==> config.mk <==
export PLATFORM = sky130hd
export DESIGN_NAME = atm_ledger_responder
export DESIGN_NICKNAME = d
export VERILOG_FILES = /design/src/rtl/atm_ledger_responder.sv
export SDC_FILE = /design/constraint.sdc
export NUM_CORES = 1
export LEC_CHECK = 0
export CORE_MARGIN = 3
export CORE_UTILIZATION = 40
export CTS_CLUSTER_DIAMETER = 60
export DETAILED_ROUTE_END_ITERATION = 12
export PLACE_DENSITY = 0.68
export SETUP_SLACK_MARGIN = 0.3
export SYNTH_ARGS = -nofsm -noshare
export SYNTH_HDL_FRONTEND = slang
export SYNTH_SLANG_ARGS = --single-unit
export TNS_END_PERCENT = 10
==> constraint.sdc <==
create_clock -name clk -period 5.4 [get_ports clk]
set_clock_uncertainty 0.1 [all_clocks]
set_input_delay 1.35 -clock clk [delete_from_list [all_inputs] [get_ports clk]]
set_output_delay 1.35 -clock clk [all_outputs]
set_load 0.05 [all_outputs]
==> src/rtl/atm_ledger_responder.sv <==
// atm_ledger_responder: register-file account ledger serving ATM transactions over valid/ready.
// Optional PIN-failure lockout is compiled in by defining LEDGER_LOCKOUT_EN.
module atm_ledger_responder #(
    parameter int NUM_ACCTS     = 4,
    parameter int IDX_WIDTH     = 2,
    parameter int REG_WIDTH     = 12,
    parameter int AMT_WIDTH     = 8,
    parameter int MAX_PIN_FAILS = 3
) (
    input  logic                 clk,
    input  logic                 rst,
    input  logic                 cfg_we,
    input  logic [IDX_WIDTH-1:0] cfg_idx,
    input  logic [REG_WIDTH-1:0] cfg_acct,
    input  logic [REG_WIDTH-1:0] cfg_pin,
    input  logic [REG_WIDTH-1:0] cfg_bal,
    input  logic                 req_valid,
    output logic                 req_ready,
    input  logic [2:0]           req_op,
    input  logic [REG_WIDTH-1:0] req_acct,
    input  logic [REG_WIDTH-1:0] req_pin,
    input  logic [REG_WIDTH-1:0] req_dst,
    input  logic [AMT_WIDTH-1:0] req_amount,
    output logic                 rsp_valid,
    input  logic                 rsp_ready,
    output logic [2:0]           rsp_status,
    output logic [REG_WIDTH-1:0] rsp_balance,
    output logic                 busy
);

    typedef enum logic [2:0] {IDLE, SRCH_SRC, SRCH_DST, EXEC, RESP} state_t;
    typedef enum logic [2:0] {
        OP_LOOKUP, OP_AUTH, OP_BALANCE, OP_DEPOSIT, OP_WITHDRAW, OP_TRANSFER
    } op_t;
    typedef enum logic [2:0] {
        ST_OK, ST_NO_ACCT, ST_BAD_PIN, ST_INSUFF, ST_NO_DST, ST_LOCKED, ST_BAD_OP, ST_OVFL
    } status_t;

    if (IDX_WIDTH != $clog2(NUM_ACCTS) || MAX_PIN_FAILS < 1) begin : g_param_check
        $error("atm_ledger_responder: inconsistent parameters");
    end

    state_t               state_q, state_d;
    logic [REG_WIDTH-1:0] acct_q [NUM_ACCTS];
    logic [REG_WIDTH-1:0] pin_q  [NUM_ACCTS];
    logic [REG_WIDTH-1:0] bal_q  [NUM_ACCTS];
    logic [NUM_ACCTS-1:0] vld_q;

    logic [2:0]           op_q;
    logic [REG_WIDTH-1:0] r_acct_q, r_pin_q, r_dst_q, amt_q;
    logic [IDX_WIDTH-1:0] scan_q, src_q, dst_q;
    status_t              status_q;
    logic [REG_WIDTH-1:0] balance_q;

    logic handshake, op_known, scan_last, src_hit, dst_hit;
    logic src_locked, dst_locked;

    assign handshake = req_valid && req_ready;
    assign op_known  = (op_q <= OP_TRANSFER);
    assign scan_last = (scan_q == IDX_WIDTH'(NUM_ACCTS - 1));
    assign src_hit   = vld_q[scan_q] && (acct_q[scan_q] == r_acct_q);
    assign dst_hit   = vld_q[scan_q] && (acct_q[scan_q] == r_dst_q);

`ifdef LEDGER_LOCKOUT_EN
    localparam int FAIL_W = $clog2(MAX_PIN_FAILS + 1);
    logic [NUM_ACCTS-1:0][FAIL_W-1:0] fail_q;

    assign src_locked = (fail_q[src_q] >= FAIL_W'(MAX_PIN_FAILS));
    assign dst_locked = (fail_q[dst_q] >= FAIL_W'(MAX_PIN_FAILS));
`else
    assign src_locked = 1'b0;
    assign dst_locked = 1'b0;
`endif

    // EXEC evaluation: every ledger write is decided here and committed on one edge
    logic [REG_WIDTH-1:0] src_bal, dst_bal, src_new, dst_new, ex_balance;
    logic [REG_WIDTH:0]   src_sum, dst_sum;
    logic                 src_we, dst_we;
    status_t              ex_status;

    always_comb begin
        src_bal   = bal_q[src_q];
        dst_bal   = bal_q[dst_q];
        src_sum   = {1'b0, src_bal} + {1'b0, amt_q};
        dst_sum   = {1'b0, dst_bal} + {1'b0, amt_q};
        src_new   = src_bal;
        dst_new   = dst_bal;
        src_we    = 1'b0;
        dst_we    = 1'b0;
        ex_status = ST_OK;
        if (op_q == OP_LOOKUP) begin
            ex_status = ST_OK;
        end else if (src_locked) begin
            ex_status = ST_LOCKED;
        end else if (pin_q[src_q] != r_pin_q) begin
            ex_status = ST_BAD_PIN;
        end else begin
            case (op_q)
                OP_DEPOSIT: begin
                    if (src_sum[REG_WIDTH]) begin
                        ex_status = ST_OVFL;
                    end else begin
                        src_new = src_sum[REG_WIDTH-1:0];
                        src_we  = (amt_q != '0);
                    end
                end
                OP_WITHDRAW: begin
                    if (amt_q > src_bal) begin
                        ex_status = ST_INSUFF;
                    end else begin
                        src_new = src_bal - amt_q;
                        src_we  = (amt_q != '0);
                    end
                end
                OP_TRANSFER: begin
                    if (dst_locked) begin
                        ex_status = ST_LOCKED;
                    end else if (amt_q > src_bal) begin
                        ex_status = ST_INSUFF;
                    end else if (src_q != dst_q) begin
                        if (dst_sum[REG_WIDTH]) begin
                            ex_status = ST_OVFL;
                        end else begin
                            src_new = src_bal - amt_q;
                            dst_new = dst_sum[REG_WIDTH-1:0];
                            src_we  = (amt_q != '0);
                            dst_we  = (amt_q != '0);
                        end
                    end
                end
                default: ;
            endcase
        end
        ex_balance = (ex_status == ST_OK || ex_status == ST_INSUFF) ? src_new : '0;
    end

    always_ff @(posedge clk) begin
        if (rst) state_q <= IDLE;
        else     state_q <= state_d;
    end

    always_comb begin
        state_d = state_q;
        case (state_q)
            IDLE:     if (handshake) state_d = SRCH_SRC;
            SRCH_SRC: begin
                if (!op_known)      state_d = RESP;
                else if (src_hit)   state_d = (op_q == OP_TRANSFER) ? SRCH_DST : EXEC;
                else if (scan_last) state_d = RESP;
            end
            SRCH_DST: begin
                if (dst_hit)        state_d = EXEC;
                else if (scan_last) state_d = RESP;
            end
            EXEC:     state_d = RESP;
            RESP:     if (rsp_ready) state_d = IDLE;
            default:  state_d = IDLE;
        endcase
    end

    always_comb begin
        req_ready = 1'b0;
        rsp_valid = 1'b0;
        busy      = 1'b1;
        case (state_q)
            IDLE: begin
                busy      = 1'b0;
                req_ready = !cfg_we && !rst;
            end
            RESP:    rsp_valid = 1'b1;
            default: ;
        endcase
    end

    assign rsp_status  = status_q;
    assign rsp_balance = balance_q;

    always_ff @(posedge clk) begin
        if (rst) begin
            vld_q     <= '0;
            status_q  <= ST_OK;
            balance_q <= '0;
            scan_q    <= '0;
        end else begin
            case (state_q)
                IDLE: begin
                    if (cfg_we) begin
                        acct_q[cfg_idx] <= cfg_acct;
                        pin_q[cfg_idx]  <= cfg_pin;
                        bal_q[cfg_idx]  <= cfg_bal;
                        vld_q[cfg_idx]  <= 1'b1;
                    end
                    if (handshake) begin
                        op_q     <= req_op;
                        r_acct_q <= req_acct;
                        r_pin_q  <= req_pin;
                        r_dst_q  <= req_dst;
                        amt_q    <= REG_WIDTH'(req_amount);
                        scan_q   <= '0;
                    end
                end
                SRCH_SRC: begin
                    if (!op_known) begin
                        status_q  <= ST_BAD_OP;
                        balance_q <= '0;
                    end else if (src_hit) begin
                        src_q  <= scan_q;
                        scan_q <= '0;
                    end else if (scan_last) begin
                        status_q  <= ST_NO_ACCT;
                        balance_q <= '0;
                    end else begin
                        scan_q <= scan_q + IDX_WIDTH'(1);
                    end
                end
                SRCH_DST: begin
                    if (dst_hit) begin
                        dst_q <= scan_q;
                    end else if (scan_last) begin
                        status_q  <= ST_NO_DST;
                        balance_q <= '0;
                    end else begin
                        scan_q <= scan_q + IDX_WIDTH'(1);
                    end
                end
                EXEC: begin
                    status_q  <= ex_status;
                    balance_q <= ex_balance;
                    if (src_we) bal_q[src_q] <= src_new;
                    if (dst_we) bal_q[dst_q] <= dst_new;
                end
                default: ;
            endcase
        end
    end

`ifdef LEDGER_LOCKOUT_EN
    // Locked entries are frozen: only a preload or reset clears their counter
    always_ff @(posedge clk) begin
        if (rst) begin
            fail_q <= '0;
        end else if (state_q == IDLE && cfg_we) begin
            fail_q[cfg_idx] <= '0;
        end else if (state_q == EXEC && op_q != OP_LOOKUP && !src_locked) begin
            if (ex_status == ST_BAD_PIN) fail_q[src_q] <= fail_q[src_q] + FAIL_W'(1);
            else                         fail_q[src_q] <= '0;
        end
    end
`endif

endmodule

Word level (Yosys, flattened, before mapping)
Memories as Yosys holds them, arrays and structs flattened. A register that Yosys moved wholly into a read port is not among the register bits.
Index checks and enable logic that the tools add are counted.
- $lt $le $gt $ge: 5
- $add $sub $neg: 4
- div/mod/pow operators: 0
- bitwise logic cells: 2
- $mul: 0
- shifts and indexed selects: 0
- reductions and logical operators: 23
- mux-type cells: 86
- eq/ne operators: 20
- operator list (cell ; number):
    two-way mux 12 bit ; 19
    one-hot mux 12 bit (3 select lines) ; 2
    two-way mux 3 bit ; 17
    two-way mux 1 bit ; 29
    adder 12 x 8 -> 13 bit ; 2
    == test 12 bit ; 2
    two-way mux 2 bit ; 12
    one-hot mux 3 bit (3 select lines) ; 2
    one-hot mux 3 bit (5 select lines) ; 1
    == test 3 x 2 -> 1 bit (second input constant) ; 4
    > comparator 8 x 12 -> 1 bit ; 1
    != test 12 bit ; 1
    nonzero test 12 bit ; 1
    OR reduction 12 bit ; 1
    subtractor 12 x 8 -> 12 bit ; 1
    != test 2 bit (second input constant) ; 5
    == test 3 bit (second input constant) ; 3
    zero test 3 bit ; 3
    AND reduction 3 bit ; 3
    AND reduction 4 bit ; 2
    less-than comparator 2 x 3 -> 1 bit (second input constant) ; 2
    != test 3 bit (second input constant) ; 2
    one-hot mux 2 bit (3 select lines) ; 1
    nonzero test 3 bit ; 2
    other kinds (16) ; 22
- output and inout port bits: 18
- flip-flop bits (word level): 75
- memory bits (read-only): 0
- memory bits (writable): 144
- bits of input ports: 90
- logic and storage cells: 155
- bits in latches: 0
- memories kept: 3
- memory list (memory ; words ; width ; read ports ; clocked after memory_dff ; wr ports ; RTL line ; text):
    acct_q ; 4 ; 12 ; 1 ; 1 ; 1 ; 44 ; logic [REG_WIDTH-1:0] acct_q [NUM_ACCTS];
    bal_q ; 4 ; 12 ; 2 ; 2 ; 2 ; 46 ; logic [REG_WIDTH-1:0] bal_q [NUM_ACCTS];
    pin_q ; 4 ; 12 ; 1 ; 1 ; 1 ; 45 ; logic [REG_WIDTH-1:0] pin_q [NUM_ACCTS];

Longest topological paths before layout
- depth in word-level cells: 13
- depth in mapped cells: 16

Worst setup path after synthesis
No wires, ideal clock.
- path kind: input to register
- start point: in rst
- end point: reg (tool-made name)
- arrival: 4682 ps
- path slack: 521 ps
- path buffers: 0
- cell stages on the path: 8
- cell sequence: nor2_1 nand2_1 nor2_1 and2_1 nor3_1 a2111oi_0 a21oi_1 a211oi_1
- RTL lines (element ; RTL line ; text):
    start: declaration ; 11 ; input logic rst,

==> qor.csv <==
stage;metric;value;unit
drt;Vias/cell;5.66;
grt;first-pass GRT wire length;44.7;mm
clock_tree;clock buffer depth;3;
drt;drt drc;0;
critical_path;CP Class;flop to flop;
min_path;hold path startpoint;vld_q[2];
sta;Max Clk Rate;0.216;GHz
synthesis;Synth Warn #;0;
clock_tree;Hold-fix buffers, CTS;0;
clock_tree;Inserted Clock Buffers;27;
grt;initial antenna violation count;0;
sta;Tightest Pin Transition;0.913;ns
critical_path;slowest CP cell;a311o_1;
drt;Wirelength per Cell;21.1;um
synthesis;sequential fraction of the synthesis area;55.7;%
cells_and_area;share of layout cells above drive strength 1;14.6;%
placed_design;Post-Place Worst Slack;0.787;ns
synthesis;main flop type after synthesis;edfxtp_1;
critical_path;crit end category;flop;
die;initial core utilization;41.1;%
cells_and_area;synthesis-to-layout area growth;20.8;%
sta;RSZ-0062 raised after global routing;false;
die;Core Rows;61;
synthesis;#FFs+latches synth;225;
cells_and_area;Final #Nets;1083;
die;Die Span Y;176;um
sta;fin crit share;85.8;%
critical_path;Arrival @ worst endpoint;4.69;ns
clock_tree;CTS root buf;clkbuf_16;
power;Power Density;281;mW/mm^2
die;Die Area;0.0311;mm^2
grt;largest net degree at the start of global routing;48;
synthesis;number of distinct library cells after synthesis;78;
synthesis;Gate Count Post-Synth;835;
grt;total grt overflow;0;
critical_path;family with the most delay on the worst path;compound AO/OA/AOI/OAI gates;
critical_path;CP Cell Sequence;mux4_2 -> inv_1 -> ha_1 -> fa_1 -> and3b_1 -> o311a_1 -> o211ai_1 -> and4b_1 -> o21ai_1 -> and3_1 -> a311o_1;
die;# IOs;108;
synthesis;syn nets;954;
sta;Final min period;4.63;ns
clock_tree;post-CTS setup buffer count;0;
clock_tree;H-tree levels;1;
synthesis;syn avg cell area;13.9;um^2
job;max_cap viols;0;
critical_path;Worst Path Buf+Inv;1;
die;core box area;0.0282;mm^2
critical_path;critical-path maximum fanout;12;
critical_path;startpoint types;flop;
outcome;status;complete, no violations;
drt;post-route ant nets;0;
power;leak pwr;4.80;nW
synthesis;Post-synth EDFFs;195;
drt;WL final;28.7;mm
drt;DRT Pass-1 Iters;5;
grt;GRT Resource Usage Total;18.4;%
synthesis;mapped cell area;0.0116;mm^2
placed_design;gpl congestion;0.871;
cells_and_area;Antenna diodes;0;
sta;total negative slack;0;ns
sta;final setup margin;0.769;ns
power;VDD IR-drop max;0.000193;V
critical_path;Critical Path RT;5.46;ns
die;die width;176;um
sta;Hold Vio Cnt, Final;0;
placed_design;Port Buf Inserts;107;
grt;vias in the first global route;7954;
synthesis;ys async rst share;0;%
min_path;HP Class;flop to flop;
clock_tree;CTS tree;yes;
critical_path;Worst path max stage delay;0.66;ns
cells_and_area;fillers;2412;
clock_tree;# resized after CTS;0;
drt;vias;7683;
placed_design;dpl hpwl;20.8;mm
sta;final setup vio count;0;
clock_tree;worst-skew pair later-pin latency;0.53;ns
clock_tree;clock transition at the registers of the reported paths;0.06;ns
sta;fin. max-slew vios;0;
clock_tree;Sink Count;225;
sta;Slew headroom;38.9;%
drt;Initial DRC Count;635;
[cells in the final DEF, fill, tap and decap left out, drive strengths merged, types with 12 or more instances in the layout]
cell           count
a21oi             30
a22o              17
and2              12
buf               28
clkbuf            30
clkdlybuf4s50    107
dfxtp             30
edfxtp           195
ha                26
inv               26
mux2i             46
mux4              49
nand2             47
nand2b            12
nand3             16
nor2              41
nor4              13
o211ai            19
o21ai             24
xnor2             26
xor2              22
[kinds of logic after synthesis]
group | count (synthesis) | synth area share [%]
adders and majority gates | 29 | 3.33
xor gates and xnor gates | 48 | 3.63
buffers and inverters | 59 | 2.57
DFF | 225 | 55.7
AOI/OAI and AO/OA | 162 | 10.1
muxes | 106 | 14.6
and+or+nand+nor | 206 | 10.0
[flip-flops by register name, indices dropped and copies added, names as in the netlist, named ones only]
signal	cells
dst_q	2
src_q	2
r_acct_q	12
op_q	3
rsp_status	3
amt_q	8
acct_q	48
scan_q	2
r_dst_q	12
state_q	3
vld_q	4
bal_q	48
rsp_balance	12
r_pin_q	12
pin_q	48
[per-layer routing]
| layer | wire (um) | vias to the layer above | track usage (%) |
|---|---|---|---|
| met4 | 721 | 0 | 5.05 |
| met3 | 2030 | 44 | 3.12 |
| met2 | 13700 | 277 | 30.8 |
| met5 | 0 | - | 0 |
| li1 | - | 3576 | - |
| met1 | 12200 | 3786 | 24.8 |
[path summary, 6_finish.rpt]
kind                      end  slack [ns]  cells after the start
hold / removal       vld_q[2]        0.35                      1
hold reg to reg      vld_q[2]        0.35                      1
setup reg to reg  bal_q[3][5]        0.77                     11
setup / recovery  bal_q[3][5]        0.77                     11
[Yosys cell counts (all sizes together) (11+ instances only)]
cell type	instances	area, um^2
a22o	17	149
a21o	11	82.6
mux2	11	128
inv	24	90.1
ha	26	325
nand2b	12	75.1
o211ai	19	143
clkbuf	17	63.8
xnor2	26	228
o21ai	24	120
buf	18	144
nand2	47	176
mux4	49	1100
mux2i	46	460
nand4	11	75.1
nor2	41	154
nor4	13	133
xor2	22	193
a21oi	30	154
dfxtp	30	601
edfxtp	195	5860
and2	12	75.1
nand3	16	90.1
[area by class of cell]
type	instances	area, um^2	share of cell area [%]
Clock inverter	14	161	1.15
Tap cell	378	473	3.38
Multi-Input combinational cell	551	4850	34.6
Inverter	24	90.1	0.644
Timing Repair Buffer	135	1280	9.16
Sequential cell	225	6460	46.1
Clock buffer	30	687	4.91
[stage by stage]
step | hold slack [ns] | total power [mW] | utilization [%] | std cells | area, um^2
2_1_floorplan | 0.321 | 2.11 | - | 835 | 11600
3_3_place_gp | 0.330 | 2.24 | 46.7 | 1313 | 13100
3_5_place_dp | 0.339 | 2.24 | 46.7 | 1313 | 13100
4_1_cts | 0.353 | 3.98 | 49.7 | 1357 | 14000
5_1_grt | 0.376 | 4.07 | 49.7 | 1357 | 14000
6_report | 0.352 | 3.94 | 49.7 | 1357 | 14000
[report_power, final]
part	leakage [nW]	internal (mW)	switching (mW)
clock network	0.408	1.05	0.678
logic	2.38	0.124	0.134
registers	2.02	1.93	0.0196
(Power assumes the default switching activity.)
